<file path="src/rtl/conv_window_sequencer.sv">
// Sequences one 1-D convolution pass: per window clear, tap reads, drain, psum handoff.
// Optional CONV_SEQ_PERF_EN adds a saturating stall-cycle counter output.
module conv_window_sequencer #(
  parameter int unsigned FW = 5,
  parameter int unsigned AW = 6,
  parameter int unsigned SW = 3
) (
  input  logic          clk,
  input  logic          rst,
  input  logic          start,
  input  logic [FW-1:0] filter_size,
  input  logic [SW-1:0] stride,
  input  logic [AW-1:0] ifmap_len,
  input  logic          ifmap_avail,
  output logic          cnt_en,
  input  logic [FW-1:0] i_count,
  input  logic          go_next_stride,
  output logic [AW-1:0] ifmap_raddr,
  output logic [FW-1:0] filt_raddr,
  output logic          acc_clr,
  output logic          acc_en,
  output logic          psum_valid,
  input  logic          psum_ready,
  output logic [AW-1:0] psum_idx,
  output logic          busy,
  output logic          done,
  output logic          cfg_err
`ifdef CONV_SEQ_PERF_EN
  ,
  output logic [15:0]   perf_stall_cycles
`endif
);

  localparam int unsigned NW = AW + 1;
  localparam int unsigned XW = ((FW > AW) ? FW : AW) + 2;

  typedef enum logic [2:0] {
    S_IDLE,
    S_CLR,
    S_MAC,
    S_DRAIN,
    S_WRITE,
    S_DONE
  } state_t;

  state_t        state;
  logic [FW-1:0] cfg_fs;
  logic [SW-1:0] cfg_stride;
  logic [AW-1:0] cfg_len;
  logic [AW-1:0] base;
  logic [NW-1:0] next_base;
  logic          cfg_bad;
  logic          last_window;
  logic          start_ok;

  // Counter enable must track ifmap_avail in the same cycle, so it is a direct decode.
  assign cnt_en      = (state == S_MAC) && ifmap_avail;
  assign ifmap_raddr = base + AW'(i_count);
  assign filt_raddr  = i_count;

  assign cfg_bad     = (filter_size < FW'(2)) || (stride == '0) ||
                       (XW'(filter_size) > XW'(ifmap_len));
  assign start_ok    = (state == S_IDLE) && start && !cfg_bad;
  assign next_base   = NW'(base) + NW'(cfg_stride);
  // Window end test without division: stop once the next window would overrun the ifmap.
  assign last_window = (XW'(next_base) + XW'(cfg_fs)) > XW'(cfg_len);

  always_ff @(posedge clk or posedge rst) begin
    if (rst) begin
      state      <= S_IDLE;
      cfg_fs     <= '0;
      cfg_stride <= '0;
      cfg_len    <= '0;
      base       <= '0;
      psum_idx   <= '0;
      acc_clr    <= 1'b0;
      acc_en     <= 1'b0;
      psum_valid <= 1'b0;
      busy       <= 1'b0;
      done       <= 1'b0;
      cfg_err    <= 1'b0;
    end else begin
      acc_en  <= cnt_en;
      acc_clr <= 1'b0;
      done    <= 1'b0;
      cfg_err <= 1'b0;
      case (state)
        S_IDLE: begin
          if (start) begin
            if (cfg_bad) begin
              cfg_err <= 1'b1;
            end else begin
              cfg_fs     <= filter_size;
              cfg_stride <= stride;
              cfg_len    <= ifmap_len;
              base       <= '0;
              psum_idx   <= '0;
              acc_clr    <= 1'b1;
              busy       <= 1'b1;
              state      <= S_CLR;
            end
          end
        end
        S_CLR: state <= S_MAC;
        S_MAC: begin
          if (cnt_en && go_next_stride) state <= S_DRAIN;
        end
        S_DRAIN: begin
          psum_valid <= 1'b1;
          state      <= S_WRITE;
        end
        S_WRITE: begin
          if (psum_ready) begin
            psum_valid <= 1'b0;
            if (last_window) begin
              done  <= 1'b1;
              state <= S_DONE;
            end else begin
              base     <= next_base[AW-1:0];
              psum_idx <= psum_idx + AW'(1);
              acc_clr  <= 1'b1;
              state    <= S_CLR;
            end
          end
        end
        S_DONE: begin
          busy  <= 1'b0;
          state <= S_IDLE;
        end
        default: state <= S_IDLE;
      endcase
    end
  end

`ifdef CONV_SEQ_PERF_EN
  // Stall cycles: MAC waiting on the ifmap, WRITE waiting on downstream.
  always_ff @(posedge clk or posedge rst) begin
    if (rst) begin
      perf_stall_cycles <= '0;
    end else if (start_ok) begin
      perf_stall_cycles <= '0;
    end else if (((state == S_MAC) && !ifmap_avail) || ((state == S_WRITE) && !psum_ready)) begin
      if (perf_stall_cycles != 16'hFFFF) perf_stall_cycles <= perf_stall_cycles + 16'd1;
    end
  end
`endif

endmodule

</file>
<file path="config.mk">
export PLATFORM = sky130hd
export DESIGN_NAME = conv_window_sequencer
export DESIGN_NICKNAME = d
export VERILOG_FILES = /design/src/rtl/conv_window_sequencer.sv
export SDC_FILE = /design/constraint.sdc
export NUM_CORES = 1
export LEC_CHECK = 0
export BUFFER_PORTS_ARGS = -buffer_cell sky130_fd_sc_hd__buf_2
export CORE_MARGIN = 2
export CORE_UTILIZATION = 51
export CTS_CLUSTER_SIZE = 12
export DETAILED_ROUTE_END_ITERATION = 8
export PLACE_DENSITY = 0.73
export SLEW_MARGIN = 10
export SYNTH_ARGS = -nofsm -noshare
export SYNTH_HDL_FRONTEND = slang
export SYNTH_SLANG_ARGS = --single-unit
</file>
<file path="constraint.sdc">
create_clock -name clk -period 11.17 [get_ports clk]
set_clock_uncertainty 0.1 [all_clocks]
set_input_delay 0 -clock clk [delete_from_list [all_inputs] [get_ports clk]]
set_output_delay 0 -clock clk [all_outputs]
set_load 0.02 [all_outputs]
</file>
==> results.tsv, run 1 <==
metric	value	unit
Yosys top cell area share	35.9	%
critical path capture point type	flip-flop	
PwrDens	236	nW/um^2
H-tree levels	2	
max-slew violations	0	
Chip Height	73.2	um
Worst Path Required	11.24	ns
Yosys reg bits	35	
Non-Filler Instances	384	
drt initial violations	136	
HP Class	in2out	
largest net degree at the start of global routing	36	
Least-Margin Pin Slew	0.691	ns
antenna-violating nets left	0	
Sw Pwr	312	uW
most frequent cell after synthesis	nand2_1	
Starting Density	52.3	%
period utilisation layout	38.8	%
residual DRC count	0	
Syn Inst Count	270	
DRT Pass-1 Iters	4	
first-pass GRT wire length	8750	um
EDFF count, synth	0	
clock-pin slew on the worst setup and hold paths	0.07	ns
combinational power share	57.8	%
vias in the first global route	1949	
Mean Syn Cell Area	9.04	sq um
die area	5350	sq um
GRT Residual Overflow	0	
MaxCap Viol Count	0	
share of flip-flops with an asynchronous set or reset	100	%
row count	25	
die width	73.2	um
via-per-instance ratio	5.40	
CP max FO	13	
Design Area, Final	2940	sq um
Clock Tree Buf Depth	2	
postcts setup bufs	0	
yosys warns	0	
Syn Nets	324	
Internal Power	383	uW
routed vias	2073	
I/O Pins	49	
DP Area	2680	sq um
final setup vio count	0	
Ant. Diodes	0	
layout cells sized above 1	20.3	%
worst hold endpoint	filt_raddr[0]	
Area Growth Syn to Fin	20.7	%
post-synth top area cell	dfrtp_1	
setup TNS	0	ns
clock share of power	13.2	%
ys flop type	dfrtp_1	
worst hold path startpoint	i_count[0]	
reg2reg end	base[4]$_DFFE_PP0P_	
top cells by area, synth	dfrtp_1 36%, ha_1 13%, nand2_1 6.2%	
Mapped Area	2440	sq um
Post-synth top cells	40 x nand2_1, 35 x dfrtp_1, 26 x ha_1, 26 x inv_1	
CTS sink cnt	35	
Core Region	4660	sq um
worst reg2reg setup slack	6.84	ns
register area share after synthesis	35.9	%
port buffer count	48	
unrepaired setup endpoints after global routing	no	
synth unique cells	43	
DP Cell Count	359	
TritonCTS clock tree	built	
initial antenna violation count	0	
Tmin final	4.33	ns
crit path DAT	4.40	ns
Skew-Pair Late Insertion Delay	0.28	ns
startpoint types	flip-flop	
worst setup margin	6.84	ns
worst r2r src	base[0]$_DFFE_PP0P_	
Hold Vio Cnt, Final	0	
Max Clock Freq	0.231	GHz
Root Driver	clkbuf_8	
hold path depth	2	
pre-CTS setup slack	6.85	ns
Detailed Place HPWL	3830	um
sw frac	44.9	%
Peak supply drop	0.000141	V
Reg2Reg Depth	14	
Leakage	1.52	nW
cts bufs inserted	5	
Routed WL	5230	um
Routed WL per cell	13.6	um
sequential share of power	29.0	%
RePlAce Congestion	0.832	
WS Path Type	reg2reg	
fin nets	384	
Slew HR	53.9	%
status	finished clean	
gr usage total	20.8	%
[registers in the layout (all words and copies together) (netlist names)]
signal      count
acc_clr         1
acc_en          1
base            6
busy            1
cfg_err         1
cfg_fs          5
cfg_len         6
cfg_stride      3
done            1
psum_idx        6
psum_valid      1
state           3
[layout by cell type, fill, tap and decap left out, types with 3 or more instances in the layout]
cell	netlist	layout
xnor2_1	10	10
buf_2	0	48
and2_1	3	3
nand4_1	3	3
nand3_1	11	11
mux2i_1	3	3
a211oi_1	4	4
a21o_1	5	5
ha_1	26	26
nand3b_1	3	3
or2_2	4	4
clkbuf_8	0	6
nor2b_1	4	4
dlygate4sd3_1	0	18
nor2_1	11	11
o21a_1	3	3
nand2_1	40	40
o211ai_1	10	10
dfrtp_1	35	35
fa_1	3	3
inv_1	26	26
a21oi_1	11	11
o21ai_0	11	11
[final cells by class]
cell class | instances | area [sq um]
Clock buffer | 6 | 82.6
Multi-Input combinational cell | 194 | 1380
Inverter | 26 | 97.6
Sequential cell | 35 | 876
Fill cell | 385 | 1720
Timing Repair Buffer | 68 | 435
Clock inverter | 1 | 5.00
Tap cell | 54 | 67.6
[cell families after synthesis]
group / count (synthesis) / share of synthesized area (%)
compound gates: 58 / 16.5
xor+xnor: 12 / 4.31
fa+ha+maj: 29 / 15.8
buf+inv: 41 / 7.54
flops: 35 / 35.9
mux: 5 / 2.46
simple gates: 90 / 17.5
[what timing repair did]
item | in CTS | in global routing
hold buffers | 18 | 0
resized for setup | 0 | 0
endpoints found under the hold margin | 54 | 0
[worst max path at each step]
stage / start / endpoint / slack, ns / depth (start not counted)
floorplan: base[0]$_DFFE_PP0P_ / base[2]$_DFFE_PP0P_ / 7.38 / 18
global placement: base[0]$_DFFE_PP0P_ / base[4]$_DFFE_PP0P_ / 6.98 / 17
detailed placement: base[0]$_DFFE_PP0P_ / base[4]$_DFFE_PP0P_ / 6.85 / 14
CTS: base[0]$_DFFE_PP0P_ / base[4]$_DFFE_PP0P_ / 6.81 / 14
global route: base[0]$_DFFE_PP0P_ / base[4]$_DFFE_PP0P_ / 6.55 / 17
finish: base[0]$_DFFE_PP0P_ / base[4]$_DFFE_PP0P_ / 6.84 / 14
[stage by stage]
step / power, mW / hold slack (ns) / util (%)
finish: 0.694 / 0.135 / 63.2
global route: 0.756 / 0.150 / 63.2
CTS: 0.696 / 0.133 / 63.2
detailed placement: 0.597 / 0.0240 / 57.4
global placement: 0.580 / 0.0169 / 57.4
floorplan: 0.507 / 0.00544 / -
[metal layers]
layer	vias to the layer above	share of wire [%]	track usage (%)
met1	967	45	27.0
li1	1047	-	-
met3	2	4.4	3.59
met5	-	0	0
met2	57	50	35.5
met4	0	0.52	5.76
[worst max-delay path: stages (launching register included)]
cell      delay (ns)
dfrtp_1         0.41
ha_1            0.24
fa_1            0.53
inv_1           0.08
fa_1            0.44
nor2b_1         0.25
o21a_1          0.15
nor2_1          0.04
xnor2_1         0.16
ha_1            0.27
a21o_1          0.19
a211oi_1        0.29
o221ai_2        0.30
or2_1           0.43
mux2_4          0.35
[power groups by stage]
| stage | combinational, mW | sequential, mW | clock [mW] |
|---|---|---|---|
| 5_1_grt | 0.450 | 0.207 | 0.0990 |
| 2_1_floorplan | 0.303 | 0.204 | 0 |
| 3_3_place_gp | 0.379 | 0.201 | 0 |
| 4_1_cts | 0.402 | 0.201 | 0.0937 |
| 3_5_place_dp | 0.395 | 0.203 | 0 |
| 6_report | 0.402 | 0.201 | 0.0916 |
No activity file was read; power rests on OpenSTA's default activity.
==> run 2: changes to the inputs <==
Clock period 11.17 ns to 4 ns, I/O delays scaled along.
==> results.tsv, run 2 (synthesis gave the netlist of run 1 again) <==
metric	value	unit	change
Tmin final	3.86	ns	-0.470 ns
Chip Height	73.2	um	unchanged
Starting Density	52.3	%	unchanged
Skew-Pair Late Insertion Delay	0.29	ns	about the same
layout cells sized above 1	26.2	%	+5.9 points
multi-input logic area	1440	sq um	+4.4%
die width	73.2	um	unchanged
gr usage total	21.2	%	+0.41 points
MaxCap Viol Count	0		unchanged
Worst Path Required	4.13	ns	-7.11 ns
Peak supply drop	0.000367	V	+160%
CTS sink cnt	35		unchanged
commonest non-fill, non-tap cells in the layout	48 x buf_2, 40 x nand2_1, 35 x dfrtp_1, 26 x inv_1, 24 x ha_1		
Internal Power	1.23	mW	+220%
hold_ws	0.128	ns	-0.00745 ns
Pwr Total	2.17	mW	+210%
H-tree levels	2		unchanged
largest net degree at the start of global routing	36		unchanged
TritonCTS clock tree	built		
critical path capture point type	flip-flop		
sw frac	43.2	%	-1.7 points
sequential cell area	876	sq um	unchanged
drt initial violations	83		-39%
startpoint types	flip-flop		
clock-pin slew on the worst setup and hold paths	0.08	ns	about the same
Root Driver	clkbuf_8		
fin nets	393		+2.3%
period utilisation layout	96.6	%	+58 points
CP max FO	12		-1
sequential share of power	25.8	%	-3.2 points
clock share of power	14.7	%	+1.5 points
Max Clock Freq	0.259	GHz	+12%
combinational power share	59.5	%	+1.7 points
die area	5350	sq um	unchanged
HP Class	in2reg		
routed vias	2105		+1.5%
Clock Tree Buf Depth	2		unchanged
Slew HR	52.5	%	-1.4 points
initial antenna violation count	0		unchanged
Least-Margin Pin Slew	0.713	ns	+0.0216 ns
PwrDens	700	nW/um^2	+200%
Core Region	4660	sq um	unchanged
RePlAce Congestion	0.783		-5.9%
via-per-instance ratio	5.34		-1.0%
status	finished clean		
residual DRC count	0		unchanged
setup TNS	0	ns	unchanged
Hold Vio Cnt, Final	0		unchanged
Ant. Diodes	0		unchanged
crit path DAT	3.99	ns	-0.41 ns
Sw Pwr	937	uW	+200%
Routed WL per cell	13.6	um	-0.53%
port buffer count	48		unchanged
DRT Pass-1 Iters	4		unchanged
Largest regs	base: 6 flops, cfg_len: 6 flops, psum_idx: 6 flops		
Leakage	1.59	nW	+4.4%
GRT Residual Overflow	0		unchanged
Routed WL	5340	um	+2.1%
cts bufs inserted	5		unchanged
Area Growth Syn to Fin	27.1	%	
Detailed Place HPWL	3780	um	-1.3%
# fillers	377		-2.1%
I/O Pins	49		unchanged
WS Path Type	reg2reg		
final setup vio count	0		unchanged
vias in the first global route	1935		-0.72%
antenna-violating nets left	0		unchanged
max-slew violations	0		unchanged
first-pass GRT wire length	8800	um	+0.55%
commonest non-fill, non-tap cell in the layout	buf_2		
row count	25		unchanged
run 2: layer usage:
layer,wire length [um],GRT usage [%]
met5,0,0
met4,86,5.56
met3,214,4.42
met2,2510,35.1
met1,2530,28.2
run 2: worst paths after layout:
kind                                                start                 endpoint  slack, ns  depth (start not counted)
worst max-delay path            cfg_stride[0]$_DFFE_PP0P_  psum_idx[3]$_DFFE_PP0P_       0.14                         18
worst min-delay path                       go_next_stride     state[0]$_DFFE_PP0P_       0.13                          4
worst max register to register  cfg_stride[0]$_DFFE_PP0P_  psum_idx[3]$_DFFE_PP0P_       0.14                         18
worst min register to register      cfg_fs[3]$_DFFE_PP0P_    cfg_fs[3]$_DFFE_PP0P_       0.40                          2
max in group asynchronous                             rst      base[3]$_DFFE_PP0P_       3.25                          4
min in group asynchronous                             rst  psum_idx[5]$_DFFE_PP0P_       0.24                          4
run 2: final cells by class:
class / instances / share of cell area (%)
clock buffer: 5 / 2.22
multi-input combinational: 194 / 46.5
inverter: 26 / 3.15
timing repair buffer: 77 / 16.3
tap: 54 / 2.18
sequential: 35 / 28.2
clock inverter: 3 / 1.41
run 2: worst max-delay path, stage by stage, from the launching register on:
cell and delay, ns:
dfrtp_1 0.39, ha_2 0.22, fa_2 0.37, a21o_1 0.19
nand2_1 0.10, xnor2_2 0.09, ha_1 0.35, nand3_2 0.13
nor2_4 0.15, nor2_2 0.06, xor2_1 0.13, ha_1 0.30
nand3_1 0.11, a21oi_1 0.06, a211oi_2 0.18, o221ai_2 0.15
buf_6 0.17, or4_1 0.46, nand3_1 0.10
run 2: power by group through the flow:
stage	logic, mW	clock network [mW]	registers [mW]
global route	1.45	0.341	0.576
finish	1.29	0.319	0.560
CTS	1.19	0.326	0.557
detailed placement	1.13	0	0.562
floorplan	0.845	0	0.570
global placement	1.11	0	0.561
run 2: through the flow:
step	std cells	area [sq um]	utilization, %	setup slack, ns
2_1_floorplan	270	2440	-	0.212
3_3_place_gp	363	2710	58.1	0.0248
3_5_place_dp	363	2710	58.1	-0.0777
4_1_cts	390	3020	64.8	0.00993
5_1_grt	394	3100	66.6	-0.0529
6_report	394	3100	66.6	0.136
run 2: timing repair:
action / in CTS / in global routing
pin swaps: 1 / 6
endpoints found under the hold margin: 54 / 0
hold buffers: 18 / 0
endpoints found under the setup margin: 5 / 11
resized for setup: 4 / 10
buffers inserted: 1 / 4
